===== config.mk =====
export PLATFORM = sky130hd
export DESIGN_NAME = request_manager_flat
export DESIGN_NICKNAME = d
export VERILOG_FILES = /design/src/rtl/request_manager_if.sv /design/src/rtl/request_manager.sv /design/src/flat_wrapper.sv
export SDC_FILE = /design/constraint.sdc
export NUM_CORES = 1
export LEC_CHECK = 0
export ABC_CLOCK_PERIOD_IN_PS = 1820
export BUFFER_PORTS_ARGS = -buffer_cell sky130_fd_sc_hd__buf_4
export CAP_MARGIN = 25
export CORE_ASPECT_RATIO = 0.8
export CORE_MARGIN = 4
export CORE_UTILIZATION = 44
export DETAILED_ROUTE_END_ITERATION = 8
export GPL_TIMING_DRIVEN = 1
export HOLD_SLACK_MARGIN = 0.12
export PLACE_DENSITY_LB_ADDON = 0.25
export SYNTH_ARGS = -nofsm -noshare
export SYNTH_HDL_FRONTEND = slang
export SYNTH_SLANG_ARGS = --single-unit

===== constraint.sdc =====
create_clock -name clk -period 1.82 [get_ports clk]
set_input_delay 0.182 -clock clk [delete_from_list [all_inputs] [get_ports clk]]
set_output_delay 0.182 -clock clk [all_outputs]
set_load 0.01 [all_outputs]

===== src/rtl/request_manager_if.sv =====
// Signal bundle between the elevator request manager and its neighbours.
// The slave side is the request manager itself; the master side is whatever
// drives the sensors and buttons and consumes the decoded floor and target.
interface request_manager_if;
    // Inputs into the request manager
    logic [7:0] piso;          // raw floor-sensor bus, two bits per floor
    logic [3:0] peticion;      // hall-call buttons
    logic [3:0] seleccion;     // car buttons
    logic       puerta;        // door-open sensor

    // Outputs from the request manager
    logic [1:0] floor_idx;     // last aligned floor
    logic       at_floor;      // exactly aligned at floor_idx
    logic       between;       // between floor_idx and a neighbour
    logic       sensor_err;    // filtered pattern is not a legal position
    logic [3:0] pending;       // latched outstanding requests
    logic [1:0] target;        // next floor to serve
    logic       target_valid;  // at least one request outstanding
    logic       dir_up;        // SCAN direction, 1 = up
    logic       arrived;       // one-cycle pulse on arrival at a requested floor

    modport master (
        output piso, peticion, seleccion, puerta,
        input  floor_idx, at_floor, between, sensor_err,
        input  pending, target, target_valid, dir_up, arrived
    );

    modport slave (
        input  piso, peticion, seleccion, puerta,
        output floor_idx, at_floor, between, sensor_err,
        output pending, target, target_valid, dir_up, arrived
    );
endinterface


===== src/rtl/request_manager.sv =====
// Upstream stage of the elevator controller: debounces the floor-sensor bus,
// decodes it into a floor position, latches call/car buttons into a pending
// mask and picks the next target floor with a SCAN (keep-direction) policy.
module request_manager #(
    parameter int NFLOORS = 4,    // fixed at 4; sensor bus is 2*NFLOORS bits
    parameter int FILT    = 2     // stable samples needed to accept a pattern (1..15)
) (
    input  logic              clk,
    input  logic              rst,
    request_manager_if.slave  bus
);

    localparam int          NF     = NFLOORS;
    localparam logic [3:0]  FILT_C = 4'(FILT);

    // ------------------------------------------------------------------
    // Sensor filter state
    // ------------------------------------------------------------------
    logic [7:0] sample_q;
    logic [3:0] cnt_q;
    logic [3:0] cnt_d;
    logic [7:0] filt_q;

    // ------------------------------------------------------------------
    // Decoded position and request state
    // ------------------------------------------------------------------
    logic [1:0]    floor_idx_q, floor_idx_d;
    logic          at_floor_q,  at_floor_d;
    logic          between_q,   between_d;
    logic          sensor_err_q, sensor_err_d;
    logic [NF-1:0] pending_q,   pending_d;
    logic [NF-1:0] clr;
    logic [1:0]    target_q,    target_d;
    logic          target_valid_q, target_valid_d;
    logic          dir_up_q,    dir_up_d;
    logic          arrived_q,   arrived_d;
    logic          served_q,    served_d;
    logic          new_align;

    // Pattern match vectors
    logic [NF-1:0] align_match;
    logic [NF-2:0] btw_match;
    logic [1:0]    align_idx;

    // SCAN helper vectors
    logic [NF-1:0] above;
    logic [NF-1:0] below;
    logic [1:0]    lo_above;
    logic [1:0]    hi_below;

    // Run-length counter: saturates at FILT so a long stable stretch keeps
    // reloading the same pattern rather than wrapping.
    always_comb begin
        if (bus.piso == sample_q) begin
            cnt_d = (cnt_q >= FILT_C) ? cnt_q : cnt_q + 4'd1;
        end else begin
            cnt_d = 4'd1;
        end
    end

    // Sample register, run counter and filtered pattern
    always_ff @(posedge clk or posedge rst) begin
        if (rst) begin
            sample_q <= 8'h00;
            cnt_q    <= 4'd0;
            filt_q   <= 8'h00;
        end else begin
            sample_q <= bus.piso;
            cnt_q    <= cnt_d;
            if (cnt_d >= FILT_C) begin
                filt_q <= bus.piso;
            end
        end
    end

    // Legal-pattern comparators: aligned at k is 2'b11 at bits [2k+1:2k],
    // between k and k+1 is the same pair shifted up by one bit.
    genvar gi;
    generate
        for (gi = 0; gi < NF; gi++) begin : g_align
            localparam logic [7:0] ALIGN_PAT = 8'h03 << (2 * gi);
            assign align_match[gi] = (filt_q == ALIGN_PAT);
        end
        for (gi = 0; gi < NF - 1; gi++) begin : g_btw
            localparam logic [7:0] BTW_PAT = 8'h06 << (2 * gi);
            assign btw_match[gi] = (filt_q == BTW_PAT);
        end
        for (gi = 0; gi < NF; gi++) begin : g_scan
            assign above[gi] = pending_q[gi] && (2'(gi) > floor_idx_q);
            assign below[gi] = pending_q[gi] && (2'(gi) < floor_idx_q);
            assign clr[gi]   = at_floor_q && bus.puerta && (floor_idx_q == 2'(gi));
        end
    endgenerate

    // One-hot to index for the aligned floor, and priority picks for SCAN
    always_comb begin
        align_idx = 2'd0;
        lo_above  = 2'd0;
        hi_below  = 2'd0;
        for (int i = 0; i < NF; i++) begin
            if (align_match[i]) align_idx = 2'(i);
        end
        for (int i = NF - 1; i >= 0; i--) begin
            if (above[i]) lo_above = 2'(i);
        end
        for (int i = 0; i < NF; i++) begin
            if (below[i]) hi_below = 2'(i);
        end
    end

    // Position decode; floor_idx only moves on an exact alignment
    always_comb begin
        at_floor_d   = |align_match;
        between_d    = !at_floor_d && (|btw_match);
        sensor_err_d = !at_floor_d && !between_d;
        floor_idx_d  = at_floor_d ? align_idx : floor_idx_q;
    end

    // Request latch: a door-open clear at the current floor beats a new press
    always_comb begin
        pending_d = (pending_q | bus.peticion | bus.seleccion) & ~clr;
    end

    // Arrival pulse: first cycle that alignment and a pending request at that
    // floor are both visible; 'served' blocks repeats until alignment is lost
    // or a different floor is reached.
    always_comb begin
        new_align = at_floor_d && (!at_floor_q || (floor_idx_d != floor_idx_q));
        arrived_d = at_floor_d && pending_d[floor_idx_d] && (new_align || !served_q);
        served_d  = at_floor_d && (arrived_d || (!new_align && served_q));
    end

    // SCAN target selection. Reversal and the serve-here case are only
    // considered while aligned; between floors the target can only move
    // further along the current direction.
    always_comb begin
        target_d       = target_q;
        dir_up_d       = dir_up_q;
        target_valid_d = |pending_q;
        if (dir_up_q && (|above)) begin
            target_d = lo_above;
        end else if (!dir_up_q && (|below)) begin
            target_d = hi_below;
        end else if (at_floor_q) begin
            if (|above) begin
                dir_up_d = 1'b1;
                target_d = lo_above;
            end else if (|below) begin
                dir_up_d = 1'b0;
                target_d = hi_below;
            end else if (pending_q[floor_idx_q]) begin
                target_d = floor_idx_q;
            end
        end
    end

    // Registered decode, request and target state
    always_ff @(posedge clk or posedge rst) begin
        if (rst) begin
            floor_idx_q    <= 2'd0;
            at_floor_q     <= 1'b0;
            between_q      <= 1'b0;
            sensor_err_q   <= 1'b0;
            pending_q      <= '0;
            target_q       <= 2'd0;
            target_valid_q <= 1'b0;
            dir_up_q       <= 1'b1;
            arrived_q      <= 1'b0;
            served_q       <= 1'b0;
        end else begin
            floor_idx_q    <= floor_idx_d;
            at_floor_q     <= at_floor_d;
            between_q      <= between_d;
            sensor_err_q   <= sensor_err_d;
            pending_q      <= pending_d;
            target_q       <= target_d;
            target_valid_q <= target_valid_d;
            dir_up_q       <= dir_up_d;
            arrived_q      <= arrived_d;
            served_q       <= served_d;
        end
    end

    assign bus.floor_idx    = floor_idx_q;
    assign bus.at_floor     = at_floor_q;
    assign bus.between      = between_q;
    assign bus.sensor_err   = sensor_err_q;
    assign bus.pending      = pending_q;
    assign bus.target       = target_q;
    assign bus.target_valid = target_valid_q;
    assign bus.dir_up       = dir_up_q;
    assign bus.arrived      = arrived_q;

endmodule

===== src/flat_wrapper.sv =====
// flat-port wrapper written by rule: the top's interface ports become plain ports
module request_manager_flat 
#(
    parameter int NFLOORS = 4,                                               
    parameter int FILT    = 2                                                         
)
  (clk, rst, bus_piso, bus_peticion, bus_seleccion, bus_puerta, bus_floor_idx, bus_at_floor, bus_between, bus_sensor_err, bus_pending, bus_target, bus_target_valid, bus_dir_up, bus_arrived);
  request_manager_if bus_i ();
  input  logic clk;
  input  logic rst;
  input wire logic [$bits(bus_i.piso)-1:0] bus_piso;
  input wire logic [$bits(bus_i.peticion)-1:0] bus_peticion;
  input wire logic [$bits(bus_i.seleccion)-1:0] bus_seleccion;
  input wire logic [$bits(bus_i.puerta)-1:0] bus_puerta;
  output wire logic [$bits(bus_i.floor_idx)-1:0] bus_floor_idx;
  output wire logic [$bits(bus_i.at_floor)-1:0] bus_at_floor;
  output wire logic [$bits(bus_i.between)-1:0] bus_between;
  output wire logic [$bits(bus_i.sensor_err)-1:0] bus_sensor_err;
  output wire logic [$bits(bus_i.pending)-1:0] bus_pending;
  output wire logic [$bits(bus_i.target)-1:0] bus_target;
  output wire logic [$bits(bus_i.target_valid)-1:0] bus_target_valid;
  output wire logic [$bits(bus_i.dir_up)-1:0] bus_dir_up;
  output wire logic [$bits(bus_i.arrived)-1:0] bus_arrived;
  assign bus_i.piso = bus_piso;
  assign bus_i.peticion = bus_peticion;
  assign bus_i.seleccion = bus_seleccion;
  assign bus_i.puerta = bus_puerta;
  assign bus_floor_idx = bus_i.floor_idx;
  assign bus_at_floor = bus_i.at_floor;
  assign bus_between = bus_i.between;
  assign bus_sensor_err = bus_i.sensor_err;
  assign bus_pending = bus_i.pending;
  assign bus_target = bus_i.target;
  assign bus_target_valid = bus_i.target_valid;
  assign bus_dir_up = bus_i.dir_up;
  assign bus_arrived = bus_i.arrived;
  request_manager #(.NFLOORS(NFLOORS), .FILT(FILT)) u_core (.clk(clk), .rst(rst), .bus(bus_i));
endmodule

==> reports/metrics.cfg <==
[clocking]
clock-sinks=35
htreeDepth=2
clk_pin_slew_ns=0.07
cts_setup_buffers=0
cts_root_buf=clkbuf_8
clockBufferDepth=2
cts_tree=done
cts_buffers=5
worstSkewPairLatency_ns=0.28

[placement]
gp_congestion=0.832
place_hpwl_um=2900
port_buffers=32

[floorplan]
rows=20
fp.dieArea_sq_um=5240
die_h_um=65.5
die_x_um=79.9
core-area_sq_um=3900
io_pins=33
initial_utilization=0.466

[synthesis]
avgSynthCellArea_sq_um=10.6
yosysTopAreaCellShare=0.467
synth_edf_count=0
yosysTopAreaCell=dfrtp_1
synth_area_sq_um=1820
synthTopCellsByArea=dfrtp_1 47%, mux2_2 5.6%, xnor2_1 5.3%
async_flop_share=1.00
synthFlopType=dfrtp_1
synth_nets=192
ys_seq_area_frac=0.482
ys_ff_latch=35
ys_warn_count=0
synth.distinct_cells=48
synthCells=171

[final_layout]
area_growth_pct=30.8
final_nets=245
multi_input_comb_area_sq_um=895
antenna_cells=0
n_fill_cell=344
seq_area_sq_um=878
drive_gt1_frac=0.333

[setup_path]
ff2ff_path_depth=5
critPathKind=reg2reg
endpoint_kind=flop
crit_fanout=8
critPathArrivalTime_ns=1.96
start_kind=flop
critPathRequiredTime_ns=2.02

[pwr]
internal_power_uw=1460
powerDensity_nw_per_um2=899
pwr-share-seq=0.458
pwr-share-clk=0.249
max-vdd-ir-drop_mv=0.484
pwr-share-comb=0.293
p_leak_uw=0.00105
p_switching_uw=681
p_sw_frac=0.318

[timing]
rsz0062_at_grt=true
setup_tns_ns=0
fin_crit_ns=1.76
worst_pin_slew_ns=0.438
timing.final.crit_share=0.965
slew_viol_final=0
timing.hold.ws_ns=0.173
slew_headroom=0.708
finalHoldViolations=0
finalSetupViolations=0
worst_clock_skew_ns=0.00308
max_freq_ghz=0.570

[outcome]
status=complete, no violations

[drt]
antenna_left=0
vias=1526
drc_errors=0
first_iter_violations=95
first_pass_iters=4
wl_per_cell_um=14.1
finalWirelength_um=3960
routed_via_density=5.45

[worst_hold_path]
hp-class=in2reg
min_path_cells=2

[global_route]
grt_max_degree=36
grt.total_usage=0.162
grt_pass1_wl_um=6510
grt_pass1_vias=1433
antenna_found_initial=0
globalRoute.totalOverflow=0

[flow_run]
cap_violations=0

[layout by cell type (no fill, tap or decap), drive strengths merged, types with 3 or more instances in the layout]
cell / n
xnor2: 11
o21ai: 7
dfrtp: 34
nor2: 10
dlygate4sd3: 9
nor4: 7
nand3: 3
o21a: 4
a21oi: 9
nand2: 9
clkbuf: 6
mux2: 9
buf: 42
and4bb: 5
inv: 13
a31oi: 5
nor3: 5
nor4bb: 4
[cell type report]
class / instances / share of cell area
Clock inverter: 2 / 0.00525
Sequential cell: 35 / 0.369
Timing Repair Buffer: 51 / 0.170
Inverter: 13 / 0.0205
Tap cell: 55 / 0.0289
Clock buffer: 6 / 0.0305
Multi-Input combinational cell: 118 / 0.376
[path summary, 6_finish.rpt]
path                                      startpoint                     to  slack (ns)
worst max-delay path                u_core.filt_q[1]        u_core.served_q        0.06
worst min-delay path                      bus_puerta  u_core.bus.pending[0]        0.17
worst max register to register      u_core.filt_q[1]        u_core.served_q        0.06
worst min register to register  u_core.bus.target[1]   u_core.bus.target[1]        0.54
max in group asynchronous                        rst       u_core.filt_q[4]        0.93
min in group asynchronous                        rst        u_core.cnt_q[2]        0.56
[worst max-delay path: stages (launching register included)]
cell and delay [ns]:
dfrtp_1 0.47, nor4_2 0.36, o21a_2 0.23, xnor2_1 0.10, or3_1 0.33, a31oi_1 0.18
[kinds of logic (layout without fill, tap and decap cells)]
| logic type | after synthesis | after routing | synth area share |
|---|---|---|---|
| and+or+nand+nor | 54 | 54 | 0.190 |
| AOI/OAI and AO/OA | 41 | 41 | 0.159 |
| DFF | 35 | 35 | 0.482 |
| buffers and inverters | 18 | 72 | 0.0412 |
| xor gates and xnor gates | 11 | 11 | 0.0529 |
| muxes | 10 | 10 | 0.0612 |
| adders and majority gates | 2 | 2 | 0.0137 |
[repair_timing]
item / CTS / global route
hold buffers: 9 / 0
setup endpoints to repair: 0 / 12
gates resized for setup: 0 / 4
endpoints found under the hold margin: 42 / 0
[state kept, by name (all words and copies together), names as in the netlist]
register	cells
u_core.bus.sensor_err	1
u_core.bus.target_valid	1
u_core.bus.at_floor	1
u_core.bus.target	2
u_core.bus.arrived	1
u_core.served_q	1
u_core.cnt_q	4
u_core.bus.pending	4
u_core.bus.floor_idx	2
u_core.filt_q	8
u_core.sample_q	8
u_core.bus.dir_up	1
u_core.bus.between	1
[metrics by stage]
stage / total power (uW) / instances / area (sq um) / setup slack, ns / utilization
floorplan: 1350 / 171 / 1830 / 0.0804 / -
CTS: 2150 / 280 / 2360 / 0.0413 / 0.606
detailed placement: 1590 / 263 / 2190 / 0.101 / 0.561
global route: 2280 / 280 / 2380 / -0.0469 / 0.610
finish: 2140 / 280 / 2380 / 0.0641 / 0.610
global placement: 1560 / 263 / 2190 / 0.128 / 0.561
[metal layers]
metal	global-route usage	vias to the layer above	wire length (um)
met1	0.218	740	1810
met2	0.252	44	1840
met4	0.0570	0	59
met5	0	-	0
met3	0.0411	7	249
li1	-	735	-
[power groups by stage]
stage	clock (uW)	combinational (uW)	sequential [uW]
2_1_floorplan	0	398	952
3_3_place_gp	0	585	978
3_5_place_dp	0	598	988
4_1_cts	558	616	974
5_1_grt	594	688	995
6_report	534	627	981
[synthesized netlist by cell type (all sizes together) (2+ instances only)]
| master | instances |
|---|---|
| a21oi | 9 |
| a31o | 2 |
| a31oi | 5 |
| a41oi | 2 |
| and4bb | 5 |
| buf | 3 |
| clkbuf | 2 |
| dfrtp | 34 |
| ha | 2 |
| inv | 13 |
| mux2 | 9 |
| nand2 | 9 |
| nand2b | 2 |
| nand3 | 3 |
| nand4 | 2 |
| nor2 | 10 |
| nor3 | 5 |
| nor4 | 7 |
| nor4bb | 4 |
| o21a | 4 |
| o21ai | 7 |
| o31ai | 2 |
| xnor2 | 11 |
Power figures use the tool's default switching activity.
